$ cat config.mk
export PLATFORM = sky130hd
export DESIGN_NAME = vga_fetch_ctrl_flat
export DESIGN_NICKNAME = d
export VERILOG_FILES = /design/src/rtl/vga_pkg.sv /design/src/rtl/vga_fetch_ctrl_if.sv /design/src/rtl/vga_fetch_ctrl.sv /design/src/flat_wrapper.sv
export SDC_FILE = /design/constraint.sdc
export NUM_CORES = 1
export LEC_CHECK = 0
export BUFFER_PORTS_ARGS = -buffer_cell sky130_fd_sc_hd__buf_4
export CAP_MARGIN = 20
export CORE_MARGIN = 2
export CORE_UTILIZATION = 54
export CTS_CLUSTER_SIZE = 28
export DETAILED_ROUTE_END_ITERATION = 10
export PLACE_DENSITY_LB_ADDON = 0.3
export SYNTH_ARGS = -nofsm -noshare
export SYNTH_HDL_FRONTEND = slang
export SYNTH_SLANG_ARGS = --single-unit
$ cat constraint.sdc
create_clock -name pixel_clk -period 4 [get_ports pixel_clk]
set_input_delay 1 -clock pixel_clk [delete_from_list [all_inputs] [get_ports pixel_clk]]
set_output_delay 1 -clock pixel_clk [all_outputs]
set_load 0.02 [all_outputs]
$ cat src/rtl/vga_pkg.sv
// rtl/vga_pkg.sv - shared VGA display-path types, timing constants and pixel packing
package vga_pkg;

  localparam int HFP    = 16;
  localparam int HPULSE = 96;
  localparam int HBP    = 48;
  localparam int VFP    = 10;
  localparam int VPULSE = 2;
  localparam int VBP    = 33;

  typedef enum logic [2:0] {
    IDLE,
    WAIT_SPACE,
    REQ,
    DATA,
    DONE
  } fetch_state_t;

  function automatic logic [31:0] rgb_pack(input logic [7:0] r, input logic [7:0] g,
                                           input logic [7:0] b);
    return {8'h00, r, g, b};
  endfunction

endpackage

$ cat src/rtl/vga_fetch_ctrl_if.sv
// rtl/vga_fetch_ctrl_if.sv - Avalon-MM read master and pixel FIFO write port bundle
interface vga_fetch_ctrl_if #(
  parameter int AW = 32,
  parameter int BW = 5,
  parameter int LW = 9
);
  logic [AW-1:0] avm_address;
  logic          avm_read;
  logic [BW-1:0] avm_burstcount;
  logic          avm_waitrequest;
  logic [31:0]   avm_readdata;
  logic          avm_readdatavalid;
  logic [LW-1:0] fifo_level;
  logic          fifo_wr;
  logic [31:0]   fifo_wdata;
  logic          fifo_clr;

  modport master (
    output avm_address, avm_read, avm_burstcount,
    input  avm_waitrequest, avm_readdata, avm_readdatavalid,
    input  fifo_level,
    output fifo_wr, fifo_wdata, fifo_clr
  );

  modport slave (
    input  avm_address, avm_read, avm_burstcount,
    output avm_waitrequest, avm_readdata, avm_readdatavalid,
    output fifo_level,
    input  fifo_wr, fifo_wdata, fifo_clr
  );
endinterface

$ cat src/rtl/vga_fetch_ctrl.sv
// rtl/vga_fetch_ctrl.sv - per-frame framebuffer burst-read scheduler feeding the pixel FIFO
module vga_fetch_ctrl
  import vga_pkg::*;
#(
  parameter int HDISP      = 800,
  parameter int VDISP      = 480,
  parameter int BURST      = 16,
  parameter int FIFO_DEPTH = 256,
  parameter int AW         = 32
) (
  input  logic             pixel_clk,
  input  logic             pixel_rst_n,
  input  logic             enable,
  input  logic             sof,
  input  logic [AW-1:0]    fb_base,
  vga_fetch_ctrl_if.master bus,
  output logic             busy,
  output logic             underrun
);

  localparam int TOTAL = HDISP * VDISP;
  localparam int LFW   = $clog2(TOTAL + 1);
  localparam int BW    = $clog2(BURST) + 1;
  localparam int CW    = (LFW > BW) ? LFW : BW;
  localparam logic [LFW-1:0] TOTAL_L = LFW'(TOTAL);
  localparam logic [CW-1:0]  BURST_C = CW'(BURST);

  fetch_state_t   state_q, state_d;
  logic [AW-1:0]  addr_q, addr_d;
  logic [AW-1:0]  base_q, base_d;
  logic [LFW-1:0] left_q, left_d;
  logic [BW-1:0]  beat_q, beat_d;
  logic           restart_q, restart_d;
  logic           restart_en_q, restart_en_d;
  logic           underrun_q, underrun_d;
  logic           fifo_clr_q, fifo_clr_d;

  logic [CW-1:0]  left_c;
  logic [BW-1:0]  len;
  logic           has_space;
  logic           last_beat;
  logic           fifo_wr;

  always_comb begin
    left_c    = CW'(left_q);
    len       = (left_c >= BURST_C) ? BW'(BURST_C) : BW'(left_c);
    has_space = (32'(bus.fifo_level) + 32'(len)) <= 32'(FIFO_DEPTH);
    last_beat = bus.avm_readdatavalid && (beat_q == len - BW'(1));
    // beats of a burst abandoned by a late sof are swallowed, not pushed
    fifo_wr   = (state_q == DATA) && bus.avm_readdatavalid && !restart_q;
  end

  always_comb begin
    state_d      = state_q;
    addr_d       = addr_q;
    base_d       = base_q;
    left_d       = left_q;
    beat_d       = beat_q;
    restart_d    = restart_q;
    restart_en_d = restart_en_q;
    underrun_d   = underrun_q;
    fifo_clr_d   = 1'b0;

    if (sof) begin
      fifo_clr_d = 1'b1;
      base_d     = fb_base;
    end

    case (state_q)
      IDLE, DONE: begin
        if (sof && enable) begin
          addr_d  = fb_base;
          left_d  = TOTAL_L;
          state_d = WAIT_SPACE;
        end
      end

      WAIT_SPACE: begin
        if (sof) begin
          underrun_d = 1'b1;
          if (enable) begin
            addr_d = fb_base;
            left_d = TOTAL_L;
          end else begin
            state_d = IDLE;
          end
        end else if (has_space) begin
          state_d = REQ;
        end
      end

      REQ: begin
        if (sof) begin
          underrun_d   = 1'b1;
          restart_d    = 1'b1;
          restart_en_d = enable;
        end
        if (!bus.avm_waitrequest) begin
          state_d = DATA;
          beat_d  = '0;
        end
      end

      DATA: begin
        if (sof) begin
          underrun_d   = 1'b1;
          restart_d    = 1'b1;
          restart_en_d = enable;
        end
        if (bus.avm_readdatavalid) begin
          beat_d = beat_q + BW'(1);
        end
        if (last_beat) begin
          if (restart_d) begin
            // restart_en_d/base_d already reflect a sof landing on this very beat
            restart_d = 1'b0;
            if (restart_en_d) begin
              addr_d  = base_d;
              left_d  = TOTAL_L;
              state_d = WAIT_SPACE;
            end else begin
              state_d = IDLE;
            end
          end else begin
            addr_d  = addr_q + AW'({len, 2'b00});
            left_d  = left_q - LFW'(len);
            state_d = (left_q == LFW'(len)) ? DONE : WAIT_SPACE;
          end
        end
      end

      default: state_d = IDLE;
    endcase
  end

  always_ff @(posedge pixel_clk or negedge pixel_rst_n) begin
    if (!pixel_rst_n) begin
      state_q      <= IDLE;
      addr_q       <= '0;
      base_q       <= '0;
      left_q       <= '0;
      beat_q       <= '0;
      restart_q    <= 1'b0;
      restart_en_q <= 1'b0;
      underrun_q   <= 1'b0;
      fifo_clr_q   <= 1'b0;
    end else begin
      state_q      <= state_d;
      addr_q       <= addr_d;
      base_q       <= base_d;
      left_q       <= left_d;
      beat_q       <= beat_d;
      restart_q    <= restart_d;
      restart_en_q <= restart_en_d;
      underrun_q   <= underrun_d;
      fifo_clr_q   <= fifo_clr_d;
    end
  end

  assign bus.avm_read       = (state_q == REQ);
  assign bus.avm_address    = addr_q;
  assign bus.avm_burstcount = (state_q == REQ) ? len : '0;
  assign bus.fifo_wr        = fifo_wr;
  assign bus.fifo_wdata     = fifo_wr ? bus.avm_readdata : 32'h0;
  assign bus.fifo_clr       = fifo_clr_q;

  assign busy     = (state_q != IDLE) && (state_q != DONE);
  assign underrun = underrun_q;

endmodule
$ cat src/flat_wrapper.sv
// flat-port wrapper written by rule: the top's interface ports become plain ports
module vga_fetch_ctrl_flat import vga_pkg::*;
#(
  parameter int HDISP      = 800,
  parameter int VDISP      = 480,
  parameter int BURST      = 16,
  parameter int FIFO_DEPTH = 256,
  parameter int AW         = 32
)
  (pixel_clk, pixel_rst_n, enable, sof, fb_base, busy, underrun, bus_avm_address, bus_avm_read, bus_avm_burstcount, bus_avm_waitrequest, bus_avm_readdata, bus_avm_readdatavalid, bus_fifo_level, bus_fifo_wr, bus_fifo_wdata, bus_fifo_clr);
  vga_fetch_ctrl_if #(.AW(AW)) bus_i ();
  input  logic pixel_clk;
  input  logic pixel_rst_n;
  input  logic enable;
  input  logic sof;
  input  logic [AW-1:0] fb_base;
  output logic busy;
  output logic underrun;
  output wire logic [$bits(bus_i.avm_address)-1:0] bus_avm_address;
  output wire logic [$bits(bus_i.avm_read)-1:0] bus_avm_read;
  output wire logic [$bits(bus_i.avm_burstcount)-1:0] bus_avm_burstcount;
  input wire logic [$bits(bus_i.avm_waitrequest)-1:0] bus_avm_waitrequest;
  input wire logic [$bits(bus_i.avm_readdata)-1:0] bus_avm_readdata;
  input wire logic [$bits(bus_i.avm_readdatavalid)-1:0] bus_avm_readdatavalid;
  input wire logic [$bits(bus_i.fifo_level)-1:0] bus_fifo_level;
  output wire logic [$bits(bus_i.fifo_wr)-1:0] bus_fifo_wr;
  output wire logic [$bits(bus_i.fifo_wdata)-1:0] bus_fifo_wdata;
  output wire logic [$bits(bus_i.fifo_clr)-1:0] bus_fifo_clr;
  assign bus_avm_address = bus_i.avm_address;
  assign bus_avm_read = bus_i.avm_read;
  assign bus_avm_burstcount = bus_i.avm_burstcount;
  assign bus_i.avm_waitrequest = bus_avm_waitrequest;
  assign bus_i.avm_readdata = bus_avm_readdata;
  assign bus_i.avm_readdatavalid = bus_avm_readdatavalid;
  assign bus_i.fifo_level = bus_fifo_level;
  assign bus_fifo_wr = bus_i.fifo_wr;
  assign bus_fifo_wdata = bus_i.fifo_wdata;
  assign bus_fifo_clr = bus_i.fifo_clr;
  vga_fetch_ctrl #(.HDISP(HDISP), .VDISP(VDISP), .BURST(BURST), .FIFO_DEPTH(FIFO_DEPTH), .AW(AW)) u_core (.pixel_clk(pixel_clk), .pixel_rst_n(pixel_rst_n), .enable(enable), .sof(sof), .fb_base(fb_base), .bus(bus_i), .busy(busy), .underrun(underrun));
endmodule
# After elaboration in Yosys (flattened, before gate mapping)
# Cells that the tools add are included.
totals:
  reg_bits: 95
  latchBits: 0
  ramBits: 0
  mem_bits_ro: 0
  input_bits: 79
  output_inout_bits: 74
  mem_count: 0
op_classes:
  addsub: 5
  n_mul: 0
  div_mod_pow: 0
  order_cmp: 2
  n_eq_ne: 16
  shifts: 0
  mux: 39
  bitwise: 0
  reduce_logical: 16
ops:
  columns: ["operator", "n"]
  rows:
  - ["32-bit two-way mux", 8]
  - ["19-bit two-way mux", 6]
  - ["32-bit case mux with 3 select lines", 1]
  - ["19-bit case mux with 3 select lines", 1]
  - ["32-bit by 7-bit adder with 32-bit output", 1]
  - ["32-bit by 9-bit less-or-equal comparator with 1-bit output, second input constant", 1]
  - ["3-bit two-way mux", 8]
  - ["5-bit two-way mux", 4]
  - ["19-bit by 5-bit == test with 1-bit output", 1]
  - ["19-bit by 5-bit >= comparator with 1-bit output, second input constant", 1]
  - ["19-bit by 5-bit subtractor with 19-bit output", 1]
  - ["3-bit case mux with 4 select lines", 1]
  - ["9-bit by 5-bit adder with 10-bit output", 1]
  - ["5-bit case mux with 2 select lines", 1]
  - ["3-bit != test, second input constant", 3]
  - ["2-bit != test, second input constant", 4]
  - ["1-bit two-way mux", 7]
  - ["3-bit by 2-bit == test with 1-bit output, second input constant", 2]
  - ["6-bit AND reduction", 1]
  - ["3-bit nonzero test", 2]
  - ["5-bit by 1-bit adder with 5-bit output, second input constant", 1]
  - ["5-bit == test", 1]
  - ["1-bit logical AND", 5]
  - ["5-bit AND reduction", 1]
  - ["13 further kinds", 15]

# Logic depth before layout (Yosys ltp)
# Gate-level depths: netlist (run 1).
logic_depth:
  ltp_word: 7
  mapped_depth: 15
  depth_no_buf: 12

# Worst setup path after synthesis (run 1)
# Ideal clock, no wire load.
synth_timing:
  path_kind: "reg-to-reg"
  startpoint: "register u_core.left_q[10], in the netlist u_core.left_c[10]"
  endpoint: "register u_core.state_q[1]"
  t_arrival_ns: 3.094
  required_ns: 3.869
  path_slack_ns: 0.775
  stages_incl_launch_ff: 13
  path_buffers: 1
  path_cell_list: "dfrtp_1 > nor4_2 > and4_1 > buf_4 > nand2_1 > ha_1 > xnor2_1 > mux2i_1 > a22oi_1 > o22a_2 > a2111oi_4 > a21oi_1 > or3_1"
synth_between:
  elab_chain_cells: 7
synth_lines:
  columns: ["item", "line_no", "rtl"]
  rows:
  - ["start: declaration", "vga_fetch_ctrl.sv:31", "logic [LFW-1:0] left_q, left_d;"]
  - ["start signal: assignment", "vga_fetch_ctrl.sv:151", "left_q <= left_d;"]
  - ["19-bit by 5-bit >= comparator with 1-bit output (*)", "vga_fetch_ctrl.sv:46", "len = (left_c >= BURST_C) ? BW'(BURST_C) : BW'(left_c);"]
  - ["5-bit two-way mux (*)", "vga_fetch_ctrl.sv:46", null]
  - ["branches (longest 4 deep; another with 32-bit by 9-bit less-or-equal comparator with 1-bit output)", null, null]
  - ["5-bit AND reduction (no source line) (*)", null, null]
  - ["end signal: assignment", "vga_fetch_ctrl.sv:148", "state_q <= state_d;"]
  - ["end: declaration", "vga_fetch_ctrl.sv:28", "fetch_state_t state_q, state_d;"]
# Every way passes the cells marked *.
# A chain may end at the register's enable or synchronous reset.

# Worst setup path in the final report (run 1)
layout_timing:
  startpoint: "register u_core.left_q[10], in the netlist u_core.left_c[10]"
  endpoint: "register u_core.addr_q[29], in the netlist u_core.bus.avm_address[29]"
layout_between:
  elab_chain_cells: 7
layout_lines:
  columns: ["item", "line_no", "rtl"]
  rows:
  - ["19-bit by 5-bit >= comparator with 1-bit output (*)", "vga_fetch_ctrl.sv:46", null]
  - ["5-bit two-way mux (*)", "vga_fetch_ctrl.sv:46", null]
  - ["branches (longest 5 deep; another with 32-bit by 7-bit adder with 32-bit output)", null, null]
  - ["end signal: assignment", "vga_fetch_ctrl.sv:149", "addr_q <= addr_d;"]
  - ["end: declaration", "vga_fetch_ctrl.sv:29", "logic [AW-1:0] addr_q, addr_d;"]
# Every way passes the cells marked *. The select of a mux whose other input is x is not followed.

==> impl_metrics.csv, run 1 <==
group,metric,value,unit
pwr,vdd.ir_drop.worst,0.429,mV
clock_network,cts.sinks,95,
sta,skew,0.0130,ns
finish,area_growth,24.6,%
global_routing,grt_max_degree,51,
sta,post-route-period-util,0.933,
place,place.gp.congestion,0.946,
finish,drive_above_1_share,0.290,
pwr,pwr-share-seq,0.391,
worst_setup_path,criticalPathCategory,"reg -> reg",
clock_network,path_clk_slew,0.10,ns
synth,synth_warnings,0,
worst_setup_path,crit_path_start,"u_core.left_c[10]",
route,wl_met1,7.39,mm
worst_setup_path,cp_max_fo,22,
pwr,intPower,2.27,mW
finish,fin_nets,906,
sta,worstMarginPinSlew,1.03,ns
run,drv_cap,0,
worst_hold_path,worstHoldPathType,"reg -> reg",
route,vias_per_cell,6.29,
pwr,power_density,524,mW/mm^2
global_routing,grt_overflow,0,
sta,fin_tns_setup,0,ns
clock_network,cts_max_level,3,
die,die_width,110,um
synth,ys.flop_type,"dfrtp_1",
route,drc,0,
synth,synth_edf_count,0,
pwr,power,3.95,mW
route,wl_met2,8.51,mm
sta,layout_setup_ws,0.269,ns
synth,yosysSeqAreaShare,0.393,
sta,setup_viol,0,
worst_setup_path,cp.required,4.27,ns
finish,final_common_cell,"buf_4",
synth,syn-num-nets,772,
clock_network,cts_buffer_depth,2,
place,io_buffers,152,
clock_network,cts_buffers,9,
finish,final_cell_mix,"165 x buf_4, 95 x dfrtp_1, 54 x nor2_1",
synth,synthArstFlopShare,1.00,
pwr,swShare,0.426,
worst_setup_path,crit_arrival,4.00,ns
route,finalWirelength,17.8,mm
sta,fmax,0.268,GHz
clock_network,cts_tree,"built",
sta,slew_viol_final,0,
worst_setup_path,r2r_start,"u_core.left_c[10]",
global_routing,grt_pass1_vias,5805,
pwr,p_switching,1.68,mW
die,rows,38,
sta,final_hold_viol_count,0,
finish,diodes,0,
pwr,pwr-share-clk,0.176,
global_routing,grt_use_total,0.300,
place,placed_area,0.00730,mm^2
synth,yosysUniqueCellTypes,69,
die,io_pins,153,
worst_setup_path,cp-end-kind,"flop",
outcome,status,"complete, no violations",
place,post-place-ws,0.138,ns
pwr,p_comb_frac,0.433,
clock_network,cts-root-buf,"clkbuf_8",
route,wl_met3,1.47,mm
synth,synth_area,0.00604,mm^2
sta,rsz0062_at_grt,"false",
die,start_util,0.555,
route,first_iter_violations,553,
route,vias,6011,
worst_hold_path,hold_start,"u_core.underrun",
route,drt-pass1-iter-count,7,
synth,synth_cells,677,
route,highest_layer,"met4",
finish,regArea,0.00238,mm^2
synth,synth_seq_cells,95,
global_routing,grt_pass1_wl,28.2,mm
worst_setup_path,crit_path_start_kind,"flop",
die,dieArea,0.0121,mm^2
clock_network,clkLatencyLatePin,0.37,ns
finish,multi_input_area,0.00345,mm^2
sta,fin_crit,3.73,ns
sta,max-slew-margin-rel,0.313,
die,die_h,110,um
synth,syn_avg_cell_area,8.93,um^2
global_routing,grt_antenna_before_repair,0,
die,core_area,0.0109,mm^2
pwr,p_leak,3.53,nW
route,detail-route-antenna-nets,0,
route,routed_wire_length_per_instance,18.7,um
finish,design_area,0.00753,mm^2
place,hpwl,12.5,mm
finish,fill_cells,866,
==> state kept, by name (all words and copies together), names as in the netlist, 3 cells and up <==
name	cells
u_core.state_q	3
u_core.beat_q	5
u_core.left_c	19
u_core.bus.avm_address	32
u_core.base_q	32
==> stage by stage <==
step | std cells | utilization | hold WS (ns)
after CTS | 956 | 0.690 | 0.487
after global routing | 956 | 0.692 | 0.510
final | 956 | 0.692 | 0.484
after detailed placement | 940 | 0.670 | 0.466
after floorplan | 677 | - | 0.451
after global placement | 940 | 0.670 | 0.454
==> area by class of cell <==
class,count,share of cell area
multi-input cells,524,0.458
repair buffers,166,0.167
well taps,140,0.0233
clock buffers,12,0.0219
clock inverters,4,0.00681
inverters,15,0.00748
flip-flops and latches,95,0.316
==> kinds of logic after synthesis <==
family | count (synthesis) | synth area share
other | 2 | 0.00124
AND/OR/NAND/NOR | 243 | 0.212
AO/OA/AOI/OAI | 205 | 0.219
buffers and inverters | 58 | 0.0400
XOR/XNOR | 19 | 0.0275
multiplexers | 39 | 0.0721
adder cells (fa/ha/maj) | 16 | 0.0356
flip-flops | 95 | 0.393
==> critical path: stages (launching register included) <==
cell	delay, ns
dfrtp_1	0.46
nor4_4	0.42
and4_2	0.41
nand2_1	0.14
ha_1	0.29
xnor2_1	0.35
mux2i_1	0.30
a22oi_1	0.12
o22a_2	0.28
o21ai_2	0.17
buf_4	0.31
o21ai_0	0.16
a22o_1	0.22
==> cells in the mapped netlist (7+ instances only) <==
| cell | count | area share |
|---|---|---|
| nand2_1 | 47 | 0.029 |
| clkbuf_1 | 31 | 0.019 |
| and3_1 | 52 | 0.054 |
| nor2_1 | 55 | 0.034 |
| buf_2 | 7 | 0.0058 |
| o21ai_0 | 51 | 0.042 |
| o31ai_1 | 7 | 0.0087 |
| a21oi_1 | 52 | 0.043 |
| dfrtp_1 | 95 | 0.39 |
| nand4_1 | 12 | 0.012 |
| xor2_1 | 14 | 0.020 |
| mux2_2 | 36 | 0.067 |
| and2_1 | 10 | 0.010 |
| nand3_1 | 21 | 0.017 |
| a211oi_1 | 8 | 0.0099 |
| nor4_1 | 7 | 0.0072 |
| a21o_1 | 7 | 0.0087 |
| ha_1 | 14 | 0.029 |
| a31oi_1 | 14 | 0.014 |
| nor3_1 | 9 | 0.0075 |
| inv_1 | 14 | 0.0087 |
| o211ai_1 | 8 | 0.0099 |
==> layer usage <==
layer,track usage,up-vias
met5,0,-
met3,0.0682,45
li1,-,2762
met1,0.408,2908
met4,0.121,0
met2,0.462,296
==> power by group through the flow <==
stage | Clock (mW) | Sequential (mW) | Combinational (mW)
after floorplan | 0 | 1.62 | 0.933
after global placement | 0 | 1.52 | 1.64
after detailed placement | 0 | 1.54 | 1.69
after CTS | 0.701 | 1.53 | 1.70
after global routing | 0.740 | 1.58 | 1.86
final | 0.693 | 1.55 | 1.71
==> what timing repair did <==
item | CTS | global route
hold buffers | 0 | 0
gates resized for setup | 0 | 3
setup buffers | 0 | 0
hold endpoints to repair | 0 | 0
setup endpoints to repair | 0 | 26
==> worst paths after layout <==
path,end,slack (ns),cells past startpoint
worst max register to register,u_core.bus.avm_address[29],0.27,12
worst max-delay path,u_core.bus.avm_address[29],0.27,12
worst min-delay path,u_core.underrun,0.48,1
max in group asynchronous,u_core.left_c[10],2.69,2
min in group asynchronous,u_core.base_q[10],0.62,1
worst min register to register,u_core.underrun,0.48,1
No activity file was read; power rests on OpenSTA's default activity.
==> run 2, diff against run 1 <==
==> constraint.sdc (replaced) <==
create_clock -name pixel_clk -period 4 [get_ports pixel_clk]
set_input_delay 0.2 -clock pixel_clk [delete_from_list [all_inputs] [get_ports pixel_clk]]
set_output_delay 0.2 -clock pixel_clk [all_outputs]
set_load 0.02 [all_outputs]
==> run 2 against run 1 <==
Clock power fell by 10%. Core utilization shrank 0.47 points. Global-route usage is 0.44 points lower. Total power is 2.4% lower. Maximum frequency is 0.30% higher. Via count fell by 0.60%. Die area unchanged. Largest cell class unchanged. Largest power group unchanged.
==> impl_metrics.csv, run 2 (synthesis gave the netlist of run 1 again) <==
group,metric,value,unit
outcome,status,"complete, no violations",
finish,fill_cells,890,
worst_hold_path,whs_path_depth,2,
clock_network,cts_hold_buffers,1,
worst_hold_path,worstHoldPathType,"in -> reg",
sta,fin_tns_setup,0,ns
place,hpwl,12.4,mm
sta,skew,0.0159,ns
die,rows,38,
clock_network,cts.sinks,95,
sta,setup_viol,0,
clock_network,path_clk_slew,0.11,ns
die,die_h,110,um
route,detail-route-antenna-nets,0,
route,drt-pass1-iter-count,5,
route,vias,5975,
finish,design_area,0.00748,mm^2
clock_network,cts_buffer_depth,2,
die,core_area,0.0109,mm^2
pwr,power_density,515,mW/mm^2
sta,post-route-period-util,0.930,
clock_network,cts_max_level,3,
route,vias_per_cell,6.26,
sta,slew_viol_final,0,
sta,fin_crit,3.72,ns
worst_setup_path,crit_arrival,4.00,ns
clock_network,cts_buffers,9,
worst_setup_path,cp.required,4.28,ns
worst_setup_path,crit_path_start_kind,"flop",
worst_setup_path,cp-end-kind,"flop",
global_routing,grt_use_total,0.296,
sta,final_hold_viol_count,0,
finish,fin_nets,906,
clock_network,cts_tree,"built",
global_routing,grt_pass1_vias,5643,
worst_setup_path,rr_worst_depth,12,
sta,max-slew-margin-rel,0.384,
finish,area_growth,23.8,%
finish,final_cell_mix,"164 x buf_4, 95 x dfrtp_1, 54 x nor2_1",
finish,final_common_cell,"buf_4",
global_routing,grt_antenna_before_repair,0,
pwr,vdd.ir_drop.worst,0.421,mV
sta,fmax,0.269,GHz
global_routing,grt_max_degree,49,
route,finalWirelength,17.7,mm
sta,rsz0062_at_grt,"false",
global_routing,grt_overflow,0,
route,routed_wire_length_per_instance,18.5,um
clock_network,cts_setup_buffers,0,
route,drc,0,
sta,worstMarginPinSlew,0.916,ns
die,start_util,0.555,
worst_setup_path,criticalPathCategory,"reg -> reg",
place,io_buffers,152,
die,die_width,110,um
place,placed_area,0.00729,mm^2
die,dieArea,0.0121,mm^2
sta,holdWs,0.0741,ns
pwr,power,3.85,mW
place,place.gp.congestion,0.956,
finish,drive_above_1_share,0.286,
finish,diodes,0,
clock_network,clkLatencyLatePin,0.37,ns
global_routing,grt_pass1_wl,28.0,mm
worst_setup_path,cp_max_fo,6,
route,first_iter_violations,494,
run,drv_cap,0,
finish,post-route-util,0.687,
clock_network,ctsResizeCount,0,
clock_network,cts-root-buf,"clkbuf_8",
die,io_pins,153,
pwr,p_leak,3.50,nW
[run 2: power by group]
group	switching, mW	internal (mW)	total (mW)
logic	0.970	0.724	1.69
registers	0.340	1.20	1.54
clock network	0.377	0.246	0.623
total	1.69	2.17	3.85
[run 2: layout make-up]
class	instances	area, um^2	share of cell area
repair buffers	166	1260	0.169
clock inverters	5	41.3	0.00552
flip-flops and latches	95	2380	0.318
well taps	140	175	0.0234
multi-input cells	524	3430	0.459
inverters	15	56.3	0.00753
clock buffers	10	138	0.0184
[run 2: worst paths after layout]
| kind | slack, ns | to | from |
|---|---|---|---|
| worst max-delay path | 0.28 | u_core.bus.avm_address[29] | u_core.left_c[10] |
| worst min-delay path | 0.07 | u_core.restart_en_q | enable |
| min in group asynchronous | 0.36 | u_core.bus.avm_address[9] | pixel_rst_n |
| worst max register to register | 0.28 | u_core.bus.avm_address[29] | u_core.left_c[10] |
| max in group asynchronous | 2.52 | u_core.left_c[17] | pixel_rst_n |
| worst min register to register | 0.48 | u_core.underrun | u_core.underrun |
[run 2: through the flow]
| stage | setup WS (ns) | cells |
|---|---|---|
| after detailed placement | 0.355 | 939 |
| final | 0.280 | 955 |
| after global routing | 0.0358 | 955 |
| after floorplan | 0.775 | 677 |
| after global placement | 0.505 | 938 |
| after CTS | 0.319 | 955 |
[run 2: worst max-delay path, stage by stage, from the launching register on]
cell and delay (ns):
dfrtp_1 0.44, nor4_2 0.52, and4_1 0.35, nand2_1 0.12, inv_1 0.19, ha_1 0.30
a211oi_1 0.37, o21ai_0 0.18, nand3_1 0.23, nor2_1 0.17, and3_1 0.24, a221o_1 0.30
a22o_1 0.22
[run 2: layer usage]
| layer | part of all wire | vias up | track usage |
|---|---|---|---|
| met1 | 0.42 | 2896 | 0.414 |
| met2 | 0.48 | 295 | 0.463 |
| li1 | - | 2763 | - |
| met5 | 0 | - | 0 |
| met4 | 0.015 | 0 | 0.0823 |
| met3 | 0.083 | 21 | 0.0622 |
